==> config.mk <==
export PLATFORM = sky130hd
export DESIGN_NAME = sseg_display_scheduler
export DESIGN_NICKNAME = d
export VERILOG_FILES = /design/src/rtl/sseg_display_scheduler.sv
export SDC_FILE = /design/constraint.sdc
export NUM_CORES = 1
export LEC_CHECK = 0
export BUFFER_PORTS_ARGS = -buffer_cell sky130_fd_sc_hd__buf_2
export CORE_MARGIN = 8
export CORE_UTILIZATION = 40
export CTS_BUF_LIST = sky130_fd_sc_hd__clkbuf_4 sky130_fd_sc_hd__clkbuf_8
export CTS_CLUSTER_DIAMETER = 200
export DETAILED_ROUTE_END_ITERATION = 16
export PLACE_DENSITY = 0.65
export SETUP_SLACK_MARGIN = 0.05
export SLEW_MARGIN = 20
export SYNTH_ARGS = -nofsm -noshare
export SYNTH_HDL_FRONTEND = slang
export SYNTH_SLANG_ARGS = --single-unit
==> constraint.sdc <==
create_clock -name i_clk -period 3.54 [get_ports i_clk]
set_input_delay 0.708 -clock i_clk [delete_from_list [all_inputs] [get_ports i_clk]]
set_output_delay 0.708 -clock i_clk [all_outputs]
set_load 0.01 [all_outputs]
==> src/rtl/sseg_display_scheduler.sv <==
// Two-client arbiter for a multiplexed 4-digit seven-segment display; grants change only at frame boundaries.
// Optional macro SSEG_LEADING_ZERO_BLANK_EN blanks leading zero digits (digit 0 always shown).
module sseg_display_scheduler #(
   parameter int N_REFRESH    = 18,
   parameter int DWELL_FRAMES = 4
) (
   input  logic        i_clk,
   input  logic        i_reset,
   input  logic [1:0]  i_req,
   input  logic [15:0] i_val0,
   input  logic [15:0] i_val1,
   output logic [1:0]  o_gnt,
   output logic [3:0]  o_hex,
   output logic [3:0]  o_ldsel,
   output logic        o_blank
);

   typedef enum logic [1:0] {
      ST_IDLE = 2'd0,
      ST_G0   = 2'd1,
      ST_G1   = 2'd2
   } state_t;

   localparam logic [N_REFRESH-1:0] CNT_ONE   = N_REFRESH'(1);
   localparam logic [7:0]           DWELL_MIN = 8'(DWELL_FRAMES);

   logic [N_REFRESH-1:0] cnt_q;
   state_t               state_q, state_d;
   logic [7:0]           dwell_q, dwell_d;
   logic                 last_q, last_d;
   logic [15:0]          lat_q, lat_d;
   logic [1:0]           gnt_q, gnt_d;

   logic       fb;
   logic [1:0] idx;
   logic       dwell_ok;
   logic       lz_blank;

   assign fb       = &cnt_q;
   assign idx      = cnt_q[N_REFRESH-1 -: 2];
   assign dwell_ok = (dwell_q >= DWELL_MIN);

   always_comb begin
      state_d = state_q;
      dwell_d = dwell_q;
      last_d  = last_q;
      lat_d   = lat_q;
      if (fb) begin
         case (state_q)
            ST_IDLE: begin
               case (i_req)
                  2'b01:   state_d = ST_G0;
                  2'b10:   state_d = ST_G1;
                  // Contention goes to whoever was not served most recently
                  2'b11:   state_d = last_q ? ST_G0 : ST_G1;
                  default: state_d = ST_IDLE;
               endcase
            end
            ST_G0: begin
               if (!i_req[0])
                  state_d = i_req[1] ? ST_G1 : ST_IDLE;
               else if (dwell_ok && i_req[1])
                  state_d = ST_G1;
            end
            ST_G1: begin
               if (!i_req[1])
                  state_d = i_req[0] ? ST_G0 : ST_IDLE;
               else if (dwell_ok && i_req[0])
                  state_d = ST_G0;
            end
            default: state_d = ST_IDLE;
         endcase

         if (state_d != state_q)
            dwell_d = 8'd0;
         else if (state_q != ST_IDLE && dwell_q != 8'hFF)
            dwell_d = dwell_q + 8'd1;

         // Latch the next owner's value once per frame so a frame never tears
         if (state_d == ST_G0) begin
            lat_d  = i_val0;
            last_d = 1'b0;
         end else if (state_d == ST_G1) begin
            lat_d  = i_val1;
            last_d = 1'b1;
         end
      end
   end

   always_comb begin
      gnt_d = 2'b00;
      if (state_d == ST_G0)
         gnt_d = 2'b01;
      else if (state_d == ST_G1)
         gnt_d = 2'b10;
   end

   always_ff @(posedge i_clk or posedge i_reset) begin
      if (i_reset) begin
         cnt_q   <= '0;
         state_q <= ST_IDLE;
         dwell_q <= 8'd0;
         last_q  <= 1'b1;
         lat_q   <= 16'h0000;
         gnt_q   <= 2'b00;
      end else begin
         cnt_q   <= cnt_q + CNT_ONE;
         state_q <= state_d;
         dwell_q <= dwell_d;
         last_q  <= last_d;
         lat_q   <= lat_d;
         gnt_q   <= gnt_d;
      end
   end

`ifdef SSEG_LEADING_ZERO_BLANK_EN
   always_comb begin
      lz_blank = 1'b0;
      case (idx)
         2'd3:    lz_blank = (lat_q[15:12] == 4'h0);
         2'd2:    lz_blank = (lat_q[15:8]  == 8'h00);
         2'd1:    lz_blank = (lat_q[15:4]  == 12'h000);
         default: lz_blank = 1'b0;
      endcase
   end
`else
   assign lz_blank = 1'b0;
`endif

   assign o_gnt   = gnt_q;
   assign o_ldsel = ~(4'b0001 << idx);
   assign o_hex   = lat_q[{idx, 2'b00} +: 4];
   assign o_blank = (state_q == ST_IDLE) | lz_blank;

endmodule

==> flow_summary.yaml <==
status:
  run_status: "completed"
route:
  via_count: 2022
  wire_per_inst_um: 13.9
  via_per_inst: 5.39
  drt_iter0_markers: 93
  drc: 0
  antenna_left: 0
  wirelength_um: 5200
  drt-pass1-iter-count: 6
global_route:
  grt_usage: 0.117
  grt_pass1_wl_um: 8690
  overflow: 0
  grt_max_degree: 48
  grt_pass1_vias: 1912
  antenna_found_initial: 0
floorplanning:
  fp.dieH_um: 96.1
  dieArea_um2: 9230
  num_rows: 29
  boundaryPins: 47
  start_util: 0.409
  core_um2: 6280
  die_x_um: 96.1
cells_and_area:
  final_cell_mix: "dfrtp_1, buf_2, nor2_1"
  layout.nets: 337
  final_layout_size_suffix_gt1_frac: 0.245
  final_util: 0.464
  n_antenna_cell: 0
  syn_to_final_growth_pct: 13.6
logic_synthesis:
  synthTopCellsByArea: "dfrtp_1, mux2i_1, xnor2_1"
  synth-seq-area-share: 0.459
  postSynthCellCount: 252
  synth_top_area_frac: 0.449
  synth_seq_cells: 47
  syn-num-nets: 292
  syn_avg_cell_area_um2: 10.2
  async_flop_share: 1.00
  synth_area_leader_cell: "dfrtp_1"
  netlist_area_um2: 2570
  synth-edff-count: 0
  ys_types: 45
  yosys_most_used_dff: "dfrtp_1"
  yosys_warnings: 0
timing:
  finalCriticalPeriod_ns: 2.77
  setup-tns-final_ns: 0
  drv_slew: 0
  grt_setup_unrepaired: "no"
  setup_viol_count_final: 0
  layout_setup_ws_ns: 0.775
  max-slew-margin-rel: 0.410
  worstMarginPinSlew_ns: 0.884
  finalCritPeriodShare: 0.781
  hold_viol_final: 0
  fmax_ghz: 0.362
  finClkSkew_ns: 0.00874
place:
  hpwl_um: 3860
  place_congestion: 0.851
  io_buffers: 46
  pre_cts_ws_ns: 0.806
hold_path:
  min_path_cells: 1
  worstHoldPathType: "reg -> reg"
  hp-start: "cnt_q[12]$_DFF_PP0_"
  hold_end: "cnt_q[12]$_DFF_PP0_"
clock_network:
  cts_hold_buf: 0
  post_cts_buffers: 0
  cts-root-buf: "clkbuf_8"
  cts_made_buffers: 5
  clockBufferDepth: 2
  ctsHtreeMaxLevel: 2
  cts_tree: "done"
  cts_resized: 0
  insertion_delay_ns: 0.30
  cts.clk_slew.worst_paths_ns: 0.09
  clock_sinks: 47
power_and_ir_drop:
  finalPower_mw: 0.993
  power_density_nw_per_um2: 341
  p_leak_nw: 1.29
  irDropWorstVdd_v: 0.000162
worst_setup_path:
  crit_type: "reg -> reg"
  worstSetupEndpointType: "flip-flop"
  worstPathArrival_ns: 2.98
  worstPathRequired_ns: 3.76
  reg2reg_from: "dwell_q[5]$_DFFE_PP0P_"
  worst-path-max-fanout: 34
  reg2reg_slack_ns: 0.77
  ff2ff_path_depth: 9
  regToRegEndpoint: "lat_q[0]$_DFFE_PP0P_"
  cp-start-kind: "flip-flop"
job:
  cap_violations: 0
-- metal layers --
layer / wire [um] / vias up / global-route usage
li1: - / 1006 / -
met1: 2420 / 952 / 0.155
met2: 2290 / 58 / 0.180
met3: 446 / 6 / 0.0320
met4: 48 / 0 / 0.0410
met5: 0 / - / 0
-- metrics by stage --
stage | hold slack, ns | cell area, um2 | instances
CTS | 0.476 | 2910 | 375
finish | 0.476 | 2910 | 375
floorplan | 0.439 | 2570 | 252
global route | 0.492 | 2910 | 375
detailed placement | 0.457 | 2810 | 367
global placement | 0.454 | 2810 | 367
-- report_power, final --
group          leakage [nW]  internal (mW)  switching [mW]
Sequential            0.565          0.561          0.0114
Clock                0.0474          0.160           0.182
Combinational         0.675         0.0399          0.0393
-- logic make-up after synthesis --
logic type / count (synthesis) / synth area share
simple gates: 93 / 0.188
compound gates: 53 / 0.131
flops: 47 / 0.459
mux: 20 / 0.0975
buf+inv: 19 / 0.0512
xor+xnor: 16 / 0.0546
fa+ha+maj: 4 / 0.0195
-- worst max-delay path: stages, from the launching register on --
cell      delay [ns]
dfrtp_1         0.42
nor4_1          0.60
a21boi_0        0.18
o21ai_0         0.22
and3_1          0.19
ha_1            0.25
nor4_4          0.26
buf_4           0.34
nor2_1          0.07
a21oi_1         0.14
-- state kept, by name, summed over array words and instances, names as in the netlist --
register,count
state_q,2
o_gnt,2
dwell_q,8
last_q,1
lat_q,16
cnt_q,18
-- worst max-delay path by stage --
stage | to | startpoint | cells past startpoint | slack, ns
3_3_place_gp | lat_q[14]$_DFFE_PP0P_ | dwell_q[5]$_DFFE_PP0P_ | 9 | 0.90
3_5_place_dp | lat_q[0]$_DFFE_PP0P_ | dwell_q[5]$_DFFE_PP0P_ | 9 | 0.81
5_1_grt | lat_q[11]$_DFFE_PP0P_ | dwell_q[5]$_DFFE_PP0P_ | 9 | 0.46
6_report | lat_q[0]$_DFFE_PP0P_ | dwell_q[5]$_DFFE_PP0P_ | 9 | 0.77
4_1_cts | lat_q[0]$_DFFE_PP0P_ | dwell_q[5]$_DFFE_PP0P_ | 9 | 0.78
2_1_floorplan | lat_q[1]$_DFFE_PP0P_ | dwell_q[5]$_DFFE_PP0P_ | 9 | 0.57
-- cell usage after synthesis (4+ instances only) --
cell type,instances
nand4_1,8
xnor2_1,12
xor2_1,4
nand3_1,11
nor2_1,26
inv_1,8
o211ai_1,6
mux2i_1,16
mux4_2,4
a21oi_1,20
dfrtp_1,46
o21ai_0,9
nand2_1,21
nor4_1,4
ha_1,4
and3_1,4
nor3_1,4
-- final cells by class --
cell class	count	area [um2]
Clock buffer	6	82.6
Timing Repair Buffer	49	253
Multi-Input combinational cell	186	1260
Inverter	8	31.3
Clock inverter	2	16.3
Fill cell	598	3360
Sequential cell	47	1180
Tap cell	77	96.3
No activity file was read; power rests on OpenSTA's default activity.
